--- src/rtl/adc_sched_pkg.sv ---
// Shared types and widths for the ADC conversion scheduler.
package adc_sched_pkg;

  localparam int DATA_W = 8;
  localparam int CNT_W  = 16;

  typedef enum logic [2:0] {
    IDLE,
    PWRUP,
    CONV,
    WAIT_EOC,
    WAIT_RD,
    SPACE
  } adc_sched_state_t;

  typedef struct packed {
    logic              vld;
    logic [DATA_W-1:0] data;
  } adc_sample_t;

endpackage

--- src/rtl/adc_period_timer.sv ---
// Free-running sample-period counter; restart re-zeroes it, term marks the last count.
module adc_period_timer
  import adc_sched_pkg::*;
#(
  parameter int PERIOD = 200,
  parameter int W      = CNT_W
) (
  input  logic clk_100M,
  input  logic Reset,
  input  logic restart,
  output logic term
);

  logic [W-1:0] cnt;

  always_ff @(posedge clk_100M) begin
    if (!Reset)                          cnt <= '0;
    else if (restart || term)            cnt <= '0;
    else                                 cnt <= cnt + 1'b1;
  end

  assign term = (cnt == W'(PERIOD - 1));

endmodule

--- src/rtl/adc_conv_scheduler.sv ---
// ADC sequencer: power-up, periodic CONVST, EOC/RD wait, capture into a valid/ready register.
// Optional averaging of 2**AVG_LOG2 captures is built when ADC_AVG_EN is defined.
module adc_conv_scheduler
  import adc_sched_pkg::*;
#(
  parameter int PWRUP_CYC      = 1000,
  parameter int CONVST_LOW_CYC = 4,
  parameter int SAMPLE_PERIOD  = 200,
  parameter int EOC_TIMEOUT    = 150,
  parameter int AVG_LOG2       = 2
) (
  input  logic              clk_100M,
  input  logic              Reset,
  input  logic              enable,
  input  logic              clear_err,
  input  logic              EOC_18,
  input  logic              RD_18,
  input  logic [DATA_W-1:0] db_in,
  output logic              CONVST_in,
  output logic              PD_in,
  output logic [DATA_W-1:0] sample_data,
  output logic              sample_valid,
  input  logic              sample_ready,
  output logic              busy,
  output logic              timeout_err,
  output logic [7:0]        overrun_cnt
);

  adc_sched_state_t state, state_nxt;
  logic [CNT_W-1:0] cnt;
  logic             cnt_clr, tmo_hit, rd_q, term, restart;
  logic             convst_nxt, pd_nxt, tmo, cap_raw, out_free, drop;
  adc_sample_t      cap;

  adc_period_timer #(.PERIOD(SAMPLE_PERIOD), .W(CNT_W)) u_timer (
    .clk_100M (clk_100M),
    .Reset    (Reset),
    .restart  (restart),
    .term     (term)
  );

  // Timeout window spans WAIT_EOC and WAIT_RD, so the counter is not cleared between them.
  assign tmo_hit = (cnt >= CNT_W'(EOC_TIMEOUT - 1));
  assign cnt_clr = (state_nxt != state) && (state_nxt != WAIT_RD);

  always_comb begin
    state_nxt  = state;
    convst_nxt = 1'b1;
    pd_nxt     = PD_in;
    restart    = 1'b0;
    tmo        = 1'b0;
    cap_raw    = 1'b0;
    case (state)
      IDLE: begin
        pd_nxt = 1'b0;
        if (enable) begin
          state_nxt = PWRUP;
          pd_nxt    = 1'b1;
        end
      end
      PWRUP: if (cnt == CNT_W'(PWRUP_CYC - 1)) begin
        state_nxt  = CONV;
        convst_nxt = 1'b0;
        restart    = 1'b1;
      end
      CONV: begin
        if (cnt == CNT_W'(CONVST_LOW_CYC - 1)) state_nxt  = WAIT_EOC;
        else                                   convst_nxt = 1'b0;
      end
      WAIT_EOC: begin
        if (!EOC_18) state_nxt = WAIT_RD;
        else if (tmo_hit) begin
          tmo       = 1'b1;
          state_nxt = SPACE;
        end
      end
      WAIT_RD: begin
        if (!rd_q && RD_18) begin
          cap_raw   = 1'b1;
          state_nxt = SPACE;
        end else if (tmo_hit) begin
          tmo       = 1'b1;
          state_nxt = SPACE;
        end
      end
      SPACE: if (term) begin
        if (enable) begin
          state_nxt  = CONV;
          convst_nxt = 1'b0;
          restart    = 1'b1;
        end else begin
          state_nxt = IDLE;
          pd_nxt    = 1'b0;
        end
      end
      default: state_nxt = IDLE;
    endcase
  end

  always_ff @(posedge clk_100M) begin
    if (!Reset) begin
      state     <= IDLE;
      cnt       <= '0;
      CONVST_in <= 1'b1;
      PD_in     <= 1'b0;
      busy      <= 1'b0;
      rd_q      <= 1'b1;
    end else begin
      state     <= state_nxt;
      cnt       <= cnt_clr ? '0 : cnt + 1'b1;
      CONVST_in <= convst_nxt;
      PD_in     <= pd_nxt;
      busy      <= (state_nxt != IDLE);
      rd_q      <= RD_18;
    end
  end

`ifdef ADC_AVG_EN
  logic [DATA_W+AVG_LOG2-1:0] acc, sum;
  logic [AVG_LOG2-1:0]        grp;

  assign sum = acc + {{AVG_LOG2{1'b0}}, db_in};

  always_ff @(posedge clk_100M) begin
    if (!Reset || !enable) begin
      acc <= '0;
      grp <= '0;
    end else if (cap_raw) begin
      acc <= (&grp) ? '0 : sum;
      grp <= grp + 1'b1;
    end
  end

  always_comb begin
    cap.vld  = cap_raw && enable && (&grp);
    cap.data = sum[AVG_LOG2 +: DATA_W];
  end
`else
  always_comb begin
    cap.vld  = cap_raw;
    cap.data = db_in;
  end
`endif

  assign out_free = !sample_valid || sample_ready;
  assign drop     = cap.vld && !out_free;

  // Set beats clear on the same cycle for both error indications.
  always_ff @(posedge clk_100M) begin
    if (!Reset) begin
      sample_valid <= 1'b0;
      sample_data  <= '0;
      timeout_err  <= 1'b0;
      overrun_cnt  <= '0;
    end else begin
      if (cap.vld && out_free) begin
        sample_valid <= 1'b1;
        sample_data  <= cap.data;
      end else if (sample_valid && sample_ready) begin
        sample_valid <= 1'b0;
      end
      if (tmo)            timeout_err <= 1'b1;
      else if (clear_err) timeout_err <= 1'b0;
      if (clear_err)                        overrun_cnt <= drop ? 8'd1 : 8'd0;
      else if (drop && overrun_cnt != 8'hFF) overrun_cnt <= overrun_cnt + 8'd1;
    end
  end

endmodule
--- config.mk ---
export PLATFORM = sky130hd
export DESIGN_NAME = adc_conv_scheduler
export DESIGN_NICKNAME = d
export VERILOG_FILES = /design/src/rtl/adc_sched_pkg.sv /design/src/rtl/adc_period_timer.sv /design/src/rtl/adc_conv_scheduler.sv
export SDC_FILE = /design/constraint.sdc
export NUM_CORES = 1
export LEC_CHECK = 0
export CAP_MARGIN = 25
export CORE_UTILIZATION = 60
export CTS_CLUSTER_DIAMETER = 150
export DETAILED_ROUTE_END_ITERATION = 16
export DONT_BUFFER_PORTS = 1
export PLACE_DENSITY = 0.76
export RECOVER_POWER = 50
export SLEW_MARGIN = 0
export SYNTH_ARGS = -nofsm -noshare
export SYNTH_HDL_FRONTEND = slang
export SYNTH_SLANG_ARGS = --single-unit
--- constraint.sdc ---
create_clock -name clk_100M -period 2.4 [get_ports clk_100M]
set_clock_uncertainty 0.2 [all_clocks]
set_input_delay 0.72 -clock clk_100M [delete_from_list [all_inputs] [get_ports clk_100M]]
set_output_delay 0.72 -clock clk_100M [all_outputs]
set_load 0.03 [all_outputs]
==> results_dict.tcl <==
set metrics [dict create \
    synth_compound_gate_area_share_pct 10.82 \
    fin_crit_ps 2253 \
    hp-start "Reset" \
    drc 0 \
    post-dp-hpwl_mm 3.777 \
    ant_nets 0 \
    avgSynthCellArea_um2 8.734 \
    initialDrtViolationCount 120 \
    crit_path_max_fanout 16 \
    core_um2 4354 \
    ctsLongestPathBuffers 2 \
    rr_startpoint "u_timer.cnt[0]$_SDFF_PP0_" \
    required_ps 2410 \
    routedWlPerCell_um 14.38 \
    drv_cap 0 \
    htree_levels 3 \
    avgViaCountPerCell 5.831 \
    synth_seq_area_share_pct 42.01 \
    ctsRootBufferMaster "clkbuf_8" \
    grt-ovfl-total 0 \
    holdBufCountCts 0 \
    drv_slew 0 \
    setup_viol 0 \
    synthMuxAreaShare_pct 3.316 \
    final_common_cell "dfxtp_1" \
    crit_type "register to register" \
    syn_nets 331 \
    cp_data_arrival_time_ps 2260 \
    grt_max_degree 17 \
    yosys.area_share.simple_pct 29.02 \
    syn_area_um2 2716 \
    dieWidth_um 69.29 \
    irDropWorstVdd_mv 0.4968 \
    rrSetupSlack_ps 150 \
    worstMarginPinSlew_ps 635.5 \
    design.die.area_um2 4800 \
    min_path_type "input port to register" \
    totalWireLength_mm 5.521 \
    critPathLaunchType "register" \
    vias 2239 \
    drive_gt1_share_pct 12.65 \
    maxSlewHeadroom_pct 57.63 \
    synth_top_family_by_area "simple AND/OR/NAND/NOR gates" \
    final_hold_viol_count 0 \
    min_path_cells 1 \
    fmaxAchievable_ghz 0.4438 \
    gp_congestion 0.8847 \
    clock_latency_ps 340 \
    cts_tree "built" \
    grt_pass1_wl_mm 9.397 \
    start_util_pct 62.39 \
    firstDrtPassIters 4 \
    r2r_end "cnt[1]$_SDFF_PP0_" \
    cp-end-kind "register" \
    nFillCells 340 \
    ys_ff_latch 57 \
    rsz0062_at_grt "no" \
    status "finished, final reports clean" \
    yosysWarnings 0 \
    antenna_cells 0 \
    post-route-period-util_pct 93.88 \
    finalSetupTns_ps 0 \
    syn_inst 311 \
    grt_pass1_vias 2116 \
    powerDensity_nw_per_um2 682.8 \
    syn2layout_area_growth_pct 13.13 \
    antenna_found_initial 0 \
    synth_xor_area_share_pct 9.351 \
    num-nets-final 347 \
    pin_count 36 \
    clock-sinks 57 \
    grt_usage_pct 24.61 \
    yosys.area_share.adder_pct 2.303 \
    clkTransAtPathRegs_ps 70 \
    min_to "rd_q$_SDFF_PN1_" \
    rows 24 \
    power_leakage_uw 0.001183 \
    io_buffers 0 \
    whs_ps 249.3 \
    layout_common_cells "56 x dfxtp_1, 38 x nor2_1, 26 x nand2_1, 26 x a21oi_1, 19 x xor2_1" \
    die_y_um 69.29 \
    cts_buffers 9 \
    reg2reg_depth 8 \
    synth_cell_type_count 48 \
]
==> kinds of logic after synthesis <==
group | count (synthesis)
AOI/OAI and AO/OA | 49
xor gates and xnor gates | 29
muxes | 9
DFF | 57
and+or+nand+nor | 143
buffers and inverters | 19
adders and majority gates | 5
==> flip-flops by register name, indices dropped and copies added (netlist names) <==
signal,flops
CONVST_in,1
state,3
timeout_err,1
busy,1
overrun_cnt,8
sample_data,8
rd_q,1
sample_valid,1
cnt,16
u_timer.cnt,16
PD_in,1
==> where the power goes <==
part           total (uW)  internal [uW]  leakage [uW]  switching, uW
clock                1010            637      0.000115            377
combinational        96.0           41.8      0.000606           54.2
sequential            988            962      0.000462           25.3
total                2100           1640       0.00118            457
==> worst max-delay path: stages (launching register included) <==
cell,delay (ps)
dfxtp_1,370
ha_1,220
nor4b_2,300
nand4_1,200
o21ai_0,280
a211oi_2,90
o211ai_2,190
buf_6,190
a21boi_0,90
==> worst max-delay path by stage <==
stage                         startpoint                     endpoint  slack [ps]
5_1_grt                cnt[0]$_SDFF_PP0_            cnt[1]$_SDFF_PP0_           8
2_1_floorplan                      RD_18  overrun_cnt[5]$_SDFFE_PN0P_         130
4_1_cts               cnt[10]$_SDFF_PP0_            cnt[1]$_SDFF_PP0_          80
6_report       u_timer.cnt[0]$_SDFF_PP0_            cnt[1]$_SDFF_PP0_         150
3_3_place_gp   u_timer.cnt[0]$_SDFF_PP0_            cnt[1]$_SDFF_PP0_          60
3_5_place_dp   u_timer.cnt[0]$_SDFF_PP0_            cnt[1]$_SDFF_PP0_         -30
==> Yosys cell counts, drive strengths merged <==
master   number  area (um2)
dfxtp        57        1141
nor2         38       142.6
a21oi        26       130.1
nand2        26       97.59
xor2         19       166.4
nand3        17       85.08
and3         10       62.56
o21ai        10       50.05
xnor2        10       87.58
inv           9       33.78
mux2i         9       90.09
nand4         9       71.32
buf           5       33.78
clkbuf        5       18.77
ha            5       62.56
nand2b        5       31.28
nor4          5       31.28
or3           5       31.28
and2          4       28.78
nor3b         4       30.03
and4          3       26.28
nor3          3       26.28
or2b          3       26.28
a211oi        2       20.02
a32o          2       20.02
and2b         2       17.52
nor2b         2       12.51
nor4b         2       17.52
nor4bb        2       20.02
o211ai        2       20.02
a2111oi       1       8.760
a211o         1       8.760
a21boi        1       7.510
a31oi         1       6.260
a41oi         1       8.760
and4b         1       11.26
nand3b        1       7.510
o22ai         1       6.260
o31ai         1       7.510
or3b          1       11.26
==> timing repair <==
action,in CTS,in global routing
gates resized for setup,1,6
setup endpoints to repair,16,16
setup buffers,0,2
pin swaps,0,2
==> layout make-up <==
cell class / instances / area, um2 / share of cell area (%)
timing repair buffer: 15 / 93.84 / 3.054
inverter: 9 / 33.78 / 1.099
multi-input combinational: 235 / 1509 / 49.10
tap: 52 / 65.06 / 2.117
clock buffer: 11 / 151.4 / 4.927
clock inverter: 5 / 77.57 / 2.524
sequential: 57 / 1142 / 37.17
==> per-stage QoR <==
step	instance area (um2)	worst slack, ps	util [%]	std cells	total power (uW)
floorplan	2716	128.7	-	311	1072
global placement	2826	58.74	64.91	366	1096
detailed placement	2826	-32.26	64.91	366	1099
CTS	3062	84.29	70.32	382	2108
global route	3073	8.006	70.57	384	2172
finish	3073	146.8	70.57	384	2098
==> per-layer routing <==
layer / GRT usage [%] / vias up / share of wire [%]
li1: - / 1126 / -
met3: 6.105 / 14 / 4.1
met1: 30.20 / 1059 / 46
met4: 13.38 / 0 / 1.9
met2: 39.59 / 40 / 48
met5: 0 / - / 0
(Power assumes the default switching activity.)
